`src/rtl/lcd_char_driver.sv`:
```
// HD44780 16x2 character LCD driver, 4-bit write-only mode.
// Runs the power-up init sequence, then refreshes both lines forever from a per-frame snapshot of chars.
module lcd_char_driver #(
  parameter int PWR_CYC   = 750000,
  parameter int INIT_CYC  = 205000,
  parameter int SETUP_CYC = 2,
  parameter int E_CYC     = 12,
  parameter int NIB_CYC   = 50,
  parameter int CMD_CYC   = 2000,
  parameter int CLR_CYC   = 82000
) (
  input  logic         clk,
  input  logic         rst_n,
  input  logic [255:0] chars,
  output logic         lcd_rs,
  output logic         lcd_rw,
  output logic         lcd_e,
  output logic         lcd_4,
  output logic         lcd_5,
  output logic         lcd_6,
  output logic         lcd_7,
  output logic         frame_done
);

  localparam int MAX_A   = (PWR_CYC > CLR_CYC) ? PWR_CYC : CLR_CYC;
  localparam int MAX_CYC = (MAX_A > INIT_CYC) ? MAX_A : INIT_CYC;
  localparam int CW      = $clog2(MAX_CYC + 1);

  localparam logic [CW-1:0] C_ONE   = CW'(1);
  localparam logic [CW-1:0] C_PWR   = CW'(PWR_CYC);
  localparam logic [CW-1:0] C_INIT  = CW'(INIT_CYC);
  localparam logic [CW-1:0] C_SETUP = CW'(SETUP_CYC);
  localparam logic [CW-1:0] C_E     = CW'(E_CYC);
  localparam logic [CW-1:0] C_NIB   = CW'(NIB_CYC);
  localparam logic [CW-1:0] C_CMD   = CW'(CMD_CYC);
  localparam logic [CW-1:0] C_CLR   = CW'(CLR_CYC);

  typedef enum logic [2:0] {
    S_PWR, S_INIT, S_CFG, S_ADDR1, S_LINE1, S_ADDR2, S_LINE2, S_DONE
  } state_t;

  typedef enum logic [1:0] {PH_WAIT, PH_SETUP, PH_EHI} phase_t;

  state_t        r_st, w_st_n;
  phase_t        r_ph, w_ph_n;
  logic [1:0]    r_step, w_step_n;
  logic [4:0]    r_idx, w_idx_n;
  logic          r_lo, w_lo_n;
  logic [CW-1:0] r_cnt, w_cnt_n;
  logic [255:0]  r_snap;
  logic          r_rs, r_e, r_done;
  logic [3:0]    r_data;
  logic [4:0]    w_pos;
  logic [7:0]    w_byte;
  logic [3:0]    w_nib;
  logic          w_rs;

  // r_cnt counts the cycles left in the current phase; a phase ends on the cycle it reads 1.
  // r_lo doubles as "next wait is the post-wait" so the nibble gap and post-wait share PH_WAIT.
  always_comb begin
    w_st_n   = r_st;
    w_ph_n   = r_ph;
    w_step_n = r_step;
    w_idx_n  = r_idx;
    w_lo_n   = r_lo;
    w_cnt_n  = r_cnt - C_ONE;
    if (r_cnt == C_ONE) begin
      w_cnt_n = C_SETUP;
      unique case (r_ph)
        PH_SETUP: begin
          w_ph_n  = PH_EHI;
          w_cnt_n = C_E;
        end
        PH_EHI: begin
          w_ph_n = PH_WAIT;
          if (r_st == S_INIT) begin
            w_lo_n  = 1'b1;
            w_cnt_n = (r_step == 2'd0) ? C_INIT : C_CMD;
          end else if (!r_lo) begin
            w_cnt_n = C_NIB;
          end else begin
            w_cnt_n = (r_st == S_CFG && r_step == 2'd3) ? C_CLR : C_CMD;
          end
        end
        default: begin
          w_ph_n = PH_SETUP;
          w_lo_n = 1'b0;
          if (r_st == S_PWR) begin
            w_st_n   = S_INIT;
            w_step_n = 2'd0;
          end else if (r_st == S_DONE) begin
            w_st_n = S_ADDR1;
          end else if (!r_lo) begin
            w_lo_n = 1'b1;
          end else begin
            case (r_st)
              S_INIT: begin
                if (r_step == 2'd3) begin
                  w_st_n   = S_CFG;
                  w_step_n = 2'd0;
                end else begin
                  w_step_n = r_step + 2'd1;
                end
              end
              S_CFG: begin
                if (r_step == 2'd3) w_st_n = S_ADDR1;
                else                w_step_n = r_step + 2'd1;
              end
              S_ADDR1: begin
                w_st_n  = S_LINE1;
                w_idx_n = 5'd0;
              end
              S_LINE1: begin
                if (r_idx == 5'd15) w_st_n = S_ADDR2;
                else                w_idx_n = r_idx + 5'd1;
              end
              S_ADDR2: begin
                w_st_n  = S_LINE2;
                w_idx_n = 5'd0;
              end
              S_LINE2: begin
                if (r_idx == 5'd15) begin
                  w_st_n  = S_DONE;
                  w_ph_n  = PH_WAIT;
                  w_cnt_n = C_ONE;
                end else begin
                  w_idx_n = r_idx + 5'd1;
                end
              end
              default: ;
            endcase
          end
        end
      endcase
    end
  end

  // Nibble for the item about to start; bit address of character pos is 255-8*pos = {~pos,3'b111}.
  always_comb begin
    w_pos  = w_idx_n | {(w_st_n == S_LINE2), 4'b0000};
    w_rs   = 1'b0;
    w_byte = 8'h00;
    case (w_st_n)
      S_CFG: begin
        case (w_step_n)
          2'd0:    w_byte = 8'h28;
          2'd1:    w_byte = 8'h06;
          2'd2:    w_byte = 8'h0C;
          default: w_byte = 8'h01;
        endcase
      end
      S_ADDR1: w_byte = 8'h80;
      S_ADDR2: w_byte = 8'hC0;
      S_LINE1, S_LINE2: begin
        w_rs   = 1'b1;
        w_byte = r_snap[{~w_pos, 3'b111} -: 8];
      end
      default: ;
    endcase
    if (w_st_n == S_INIT) w_nib = (w_step_n == 2'd3) ? 4'h2 : 4'h3;
    else                  w_nib = w_lo_n ? w_byte[3:0] : w_byte[7:4];
  end

  always_ff @(posedge clk or negedge rst_n) begin
    if (!rst_n) begin
      r_st   <= S_PWR;
      r_ph   <= PH_WAIT;
      r_step <= 2'd0;
      r_idx  <= 5'd0;
      r_lo   <= 1'b0;
      r_cnt  <= C_PWR;
      r_snap <= '0;
      r_rs   <= 1'b0;
      r_data <= 4'h0;
      r_e    <= 1'b0;
      r_done <= 1'b0;
    end else begin
      r_st   <= w_st_n;
      r_ph   <= w_ph_n;
      r_step <= w_step_n;
      r_idx  <= w_idx_n;
      r_lo   <= w_lo_n;
      r_cnt  <= w_cnt_n;
      if (w_st_n == S_ADDR1 && r_st != S_ADDR1) r_snap <= chars;
      // RS/data only move at setup start so they stay put through E and the following wait.
      if (w_ph_n == PH_SETUP && r_ph != PH_SETUP) begin
        r_rs   <= w_rs;
        r_data <= w_nib;
      end
      r_e    <= (w_ph_n == PH_EHI);
      r_done <= (w_st_n == S_DONE);
    end
  end

  assign lcd_rs     = r_rs;
  assign lcd_rw     = 1'b0;
  assign lcd_e      = r_e;
  assign lcd_4      = r_data[0];
  assign lcd_5      = r_data[1];
  assign lcd_6      = r_data[2];
  assign lcd_7      = r_data[3];
  assign frame_done = r_done;

endmodule

```
`config.mk`:
```
export PLATFORM = sky130hd
export DESIGN_NAME = lcd_char_driver
export DESIGN_NICKNAME = d
export VERILOG_FILES = /design/src/rtl/lcd_char_driver.sv
export SDC_FILE = /design/constraint.sdc
export NUM_CORES = 1
export LEC_CHECK = 0
export BUFFER_PORTS_ARGS = -buffer_cell sky130_fd_sc_hd__buf_2
export CAP_MARGIN = 20
export CORE_MARGIN = 5
export CORE_UTILIZATION = 25
export CTS_BUF_LIST = sky130_fd_sc_hd__clkbuf_16
export CTS_CLUSTER_DIAMETER = 100
export DETAILED_ROUTE_END_ITERATION = 10
export HOLD_SLACK_MARGIN = 0.1
export PLACE_DENSITY_LB_ADDON = 0.1
export SLEW_MARGIN = 20
export SYNTH_ARGS = -nofsm -noshare
export SYNTH_HDL_FRONTEND = slang
export SYNTH_SLANG_ARGS = --single-unit
```
`constraint.sdc`:
```
create_clock -name clk -period 3.1 [get_ports clk]
set_input_delay 0.62 -clock clk [delete_from_list [all_inputs] [get_ports clk]]
set_output_delay 0.62 -clock clk [all_outputs]
set_load 0.005 [all_outputs]
```
* Yosys cells after proc, flatten, opt, wreduce, memory -nomap -nowiden
Cells that the tools add are included.
** Storage, ports and cells
- Flip-flop bits (word level) :: 296
- Bits in latches :: 0
- Bits in writable memories :: 0
- Bits in read-only memories :: 0
- Bits of input ports :: 258
- Logic and storage cells :: 108
- Memories kept :: 0
** Cells by class
- Add/subtract/negate cells :: 3
- Multipliers :: 0
- Divide/modulo/power cells :: 0
- Magnitude comparators :: 0
- Equality and inequality tests :: 26
- Shift operators :: 1
- Mux-type cells :: 55
- Bitwise operators :: 2
- Reductions and logical operators :: 10
** Operators with widths (number)
- $shiftx 263x9->8 :: 1
- $mux 18 :: 2
- $pmux 18 s2 :: 1
- $mux 17 :: 2
- $pmux 8 s4 :: 1
- $mux 5 :: 6
- $mux 3 :: 9
- $mux 2 :: 13
- $eq 3x3->1 const B :: 8
- $eq 20x1->1 const B :: 1
- $mux 20 :: 1
- $sub 20x1->20 const B :: 1
- $pmux 3 s6 :: 1
- $pmux 6 s3 :: 1
- $eq 3x2->1 const B :: 4
- $mux 1 :: 12
- $eq 2x2->1 const B :: 5
- $pmux 5 s2 :: 1
- $mux 4 :: 2
- $pmux 2 s2 :: 2
- $reduce_or 2->1 :: 4
- $eq 2x1->1 const B :: 3
- $eq 3x1->1 const B :: 2
- $add 5x1->5 const B :: 1
- 10 further kinds :: 13

* Longest topological paths before layout
- Depth in word-level cells :: 15
- Mapped depth :: 18
- Mapped depth without buffers :: 17

* Worst setup path before layout
OpenSTA, ideal clock, no wires.
- Kind :: reg-to-reg
- From :: register r_cnt[1]
- To :: register r_data[1]
- Library setup time :: 0.099 ns
- Data arrival time :: 3.173 ns
- Data required time :: 3.001 ns
- Setup slack :: -0.173 ns
- Stages on the path, launching flop included :: 16
- Path through :: dfrtp_1 -> inv_1 -> ha_1 -> nor3b_1 -> nand4_1 -> o31ai_1 -> and2_1 -> buf_6 -> clkinv_4 -> buf_8 -> mux2i_1 -> mux4_2 -> mux2_2 -> nand2_1 -> a311oi_1 -> a311oi_1
** Between the ends
- Longest elaborated chain between the ends :: 9
- Elaborated cells on any way between the ends :: 25
** Ends and longest elaborated chain
- start, declared :: line 49 : logic [CW-1:0] r_cnt, w_cnt_n;
- start signal, assigned :: line 183 : r_cnt <= w_cnt_n;
- $eq 20x1->1 (*) :: line 67 : if (r_cnt == C_ONE) begin
- $mux 3 :: line 67
- $eq 3x3->1 :: line 140, 143
- $or 5x5->5 :: line 140 : w_pos = w_idx_n | {(w_st_n == S_LINE2), 4'b0000};
- $not 5->5 :: line 156 : w_byte = r_snap[{~w_pos, 3'b111} -: 8];
- $shiftx 263x9->8 :: line 156
- $pmux 8 s4 :: line 143 : case (w_st_n)
- $mux 4 :: line 161 : else w_nib = w_lo_n ? w_byte[3:0] : w_byte[7:4];
- $mux 4 :: line 160 : if (w_st_n == S_INIT) w_nib = (w_step_n == 2'd3) ? 4'h2 : 4'h3;
- end signal, assigned :: line 188 : r_data <= w_nib;
- end, declared :: line 52 : logic [3:0] r_data;
Mark *: on every way between the ends. The rest lies on a longest branch, timed or not.
A chain may end at the register's enable or synchronous reset.

* Worst setup path after layout
- From :: register r_cnt[7]
- To :: register r_data[2]
The elaborated chain is that of the path after synthesis.

==> flow_metrics.tcl <==
set metrics [dict create \
    port_buffers 264 \
    netlist_instances 1836 \
    regToRegSetupSlack_ns -0.12 \
    startpoint_type "flip-flop" \
    p_leak_nw 11.21 \
    num_vias 14661 \
    layout_setup_ws_ns -0.1180 \
    clock_latency_ns 0.56 \
    setup_viol 254 \
    finalWirelength_mm 66.40 \
    grt_remaining_overflow 0 \
    status "finished, violations left" \
    crit_chain "nor4_4, buf_4, and4_4, a41oi_1, or2_4, clkinv_4, buf_12, mux2i_1, mux4_2, and2_4, o21ai_2, nand3_1, a32oi_1" \
    drc 0 \
    io-pin-count 266 \
    antenna_found_initial 0 \
    grt.total_usage_pct 18.30 \
    crit_path_top_delay_cell "mux4_2" \
    grt_max_degree 81 \
    critPathArrivalTime_ns 3.70 \
    htreeDepth 2 \
    fin_nets 2607 \
    gp_congestion 0.8469 \
    wl_per_cell_um 21.20 \
    rsz0062_at_grt "yes" \
    ctsHoldBuffers 0 \
    hp-class "in2async" \
    async_flop_share_pct 100.0 \
    dieArea_mm2 0.06367 \
    power_mw 9.409 \
    die_h_um 252.3 \
    clock-root-buffer "clkbuf_16" \
    max_freq_mhz 310.8 \
    crit_cells 13 \
    n_antenna_cell 0 \
    synth_area_mm2 0.01468 \
    synth_seq_cells 296 \
    slowest_delay_ns 0.52 \
    end_kind "flip-flop" \
    p_per_area_mw_per_mm2 392.9 \
    grt_pass1_wl_mm 89.15 \
    synth_top_area_cell "dfrtp_1" \
    cp_top_family "simple AND/OR/NAND/NOR gates" \
    max_cap_viol_count 0 \
    fin_crit_ns 3.218 \
    clock_skew_ns 0.02507 \
    path_buf_inv 3 \
    pre_cts_ws_ns -0.4538 \
    core_region_area_mm2 0.05792 \
    finalCritPeriodShare_pct 103.8 \
    hold_viol_final 0 \
    core.rowCount 88 \
    critPathCapture "r_data[2]" \
    p_clk_share_pct 55.4 \
    area_delta_synth_final_pct 63.12 \
    violations "setup timing" \
    yosysWarnings 0 \
    slew_headroom_pct 47.43 \
    switching_power_mw 2.055 \
    grt_pass1_vias 14531 \
    r2r_start "r_cnt[7]" \
    numCtsBuffers 39 \
    r2r-end "r_data[2]" \
    ys_seq_area_share_pct 50.54 \
    synth_cell_types 72 \
    slew_viol_final 0 \
    cts.path.max_buffers 3 \
    drt_iter0_drc 932 \
    p_int_mw 7.355 \
    pwr-share-seq_pct 41.1 \
    hpwl_mm 44.03 \
    fillers 5849 \
    ant_nets 0 \
    synth_edf_count 0 \
    required_ns 3.58 \
    synth.avg_cell_area_um2 7.997 \
    final_layout_size_suffix_gt1_share_pct 46.22 \
    clk_pin_slew_worst_paths_ns 0.06 \
    p_comb_share_pct 3.5 \
    synth_top_area_share_pct 48.75 \
    worstMarginPinSlew_ns 0.7886 \
    vias_per_cell 4.681 \
    clock_sinks 296 \
    r2r_cells 13 \
    fp.dieW_um 252.3 \
    firstDrtPassIters 5 \
    cts_tree "yes" \
    synth_area_leaders "dfrtp_1 49%, nand2_1 25%, mux2i_1 3.4%" \
    synth_fp_nets 2106 \
    peakVddDrop_v 0.0003277 \
    swShare_pct 21.84 \
    initial_core_util_pct 25.35 \
    synth-main-ff-cell "dfrtp_1" \
    crit_start "r_cnt[7]" \
    path_max_fanout 7 \
    crit_type "reg2reg" \
]
## Yosys cell counts, types with 13 or more instances
master,n
mux2i_1,50
a21oi_1,45
inv_1,17
clkbuf_1,82
nor2_1,42
a31oi_1,16
nand2_1,966
o21ai_0,27
dfrtp_1,286
nand3_1,72
and3_1,13
nand4_1,14
## routing by layer
metal | global-route usage [%] | part of all wire, %
met2 | 30.24 | 47
met1 | 25.56 | 47
met4 | 4.575 | 2.3
met5 | 0 | 0
met3 | 2.356 | 3.4
## placed cells by master (no fill, tap or decap), drive strengths merged, types with 5 or more instances in the layout
cell    Yosys  routed
nand2     966     966
buf        27     527
dfrtp     286     286
clkbuf     82      79
nand3      72      72
mux2i      50      50
a21oi      45      45
nor2       42      42
o21ai      27      27
inv        18      25
a31oi      16      16
clkinv      3      16
nand4      15      15
and3       13      13
nor3       13      13
bufinv      0      12
ha         12      12
dfstp      10      10
xnor2       9       9
a32oi       8       8
or3         8       8
and2        8       8
nor4        8       8
o211ai      7       7
a211oi      7       7
xor2        6       6
a41oi       5       5
mux4        5       5
or2         5       5
a311oi      5       5
## registers in the layout, indices dropped and copies added (netlist names)
signal,count
lcd_e,1
r_st,3
r_snap,256
r_data,4
frame_done,1
r_step,2
r_ph,2
r_lo,1
lcd_rs,1
r_idx,5
r_cnt,20
## kinds of logic after synthesis
| logic type | after synthesis | share of synthesized area [%] |
|---|---|---|
| simple gates | 1167 | 32.42 |
| mux | 58 | 4.406 |
| buf+inv | 130 | 3.673 |
| xor+xnor | 15 | 0.8949 |
| fa+ha+maj | 12 | 1.023 |
| compound gates | 157 | 7.022 |
| other cells | 1 | 0.02554 |
| flops | 296 | 50.54 |
## final cells by class
cell class                      count  area (um2)  share of cell area (%)
Multi-Input combinational cell   1410        8746                   36.52
Sequential cell                   296        7420                   30.98
Timing Repair Buffer              568        5248                   21.91
Clock buffer                       40        1001                   4.180
Tap cell                          765       957.2                   3.997
Clock inverter                     31       470.5                   1.964
Inverter                           21       97.59                  0.4075
Timing Repair inverter              1       8.758                 0.03657
## worst reg2reg max path: stages, from the launching register on
cell	delay, ns
dfstp_2	0.38
nor4_4	0.38
buf_4	0.17
and4_4	0.29
a41oi_1	0.13
or2_4	0.30
clkinv_4	0.10
buf_12	0.16
mux2i_1	0.09
mux4_2	0.52
and2_4	0.20
o21ai_2	0.15
nand3_1	0.09
a32oi_1	0.18
## power groups by stage
stage          clock network (mW)  logic (mW)  registers, mW
2_1_floorplan                   0     0.00484           3.94
3_3_place_gp                    0       0.302           3.93
3_5_place_dp                    0       0.306           3.93
4_1_cts                      5.34       0.308           3.86
5_1_grt                      5.49       0.365           3.86
6_report                     5.21       0.332           3.87
## worst min path at each step
stage	slack, ns	start	end	depth (start not counted)
floorplan	0.32	rst_n	frame_done	0
global placement	0.45	r_snap[168]	r_snap[168]	2
detailed placement	0.45	r_snap[168]	r_snap[168]	2
CTS	0.10	rst_n	r_snap[194]	1
global route	0.12	rst_n	r_snap[249]	1
finish	0.09	rst_n	r_snap[194]	1
## per-stage QoR
step / hold WS [ns] / utilization (%) / cells / TNS [ns] / cell area [um2]
finish: 0.09175 / 41.35 / 3132 / -10.46 / 23950
global route: 0.1196 / 41.35 / 3132 / -31.07 / 23950
CTS: 0.1006 / 35.37 / 3058 / -0.4775 / 20480
detailed placement: 0.4502 / 31.67 / 2949 / -41.24 / 18340
global placement: 0.4454 / 31.67 / 2949 / -39.04 / 18340
floorplan: 0.3244 / - / 1836 / -0.06916 / 14700
## what timing repair did
action | in CTS | in global routing
buffers inserted | 31 | 21
setup endpoints to repair | 260 | 262
resized for setup | 54 | 647
pin swaps | 22 | 341
cloned | 7 | 57
Power figures use the tool's default switching activity.
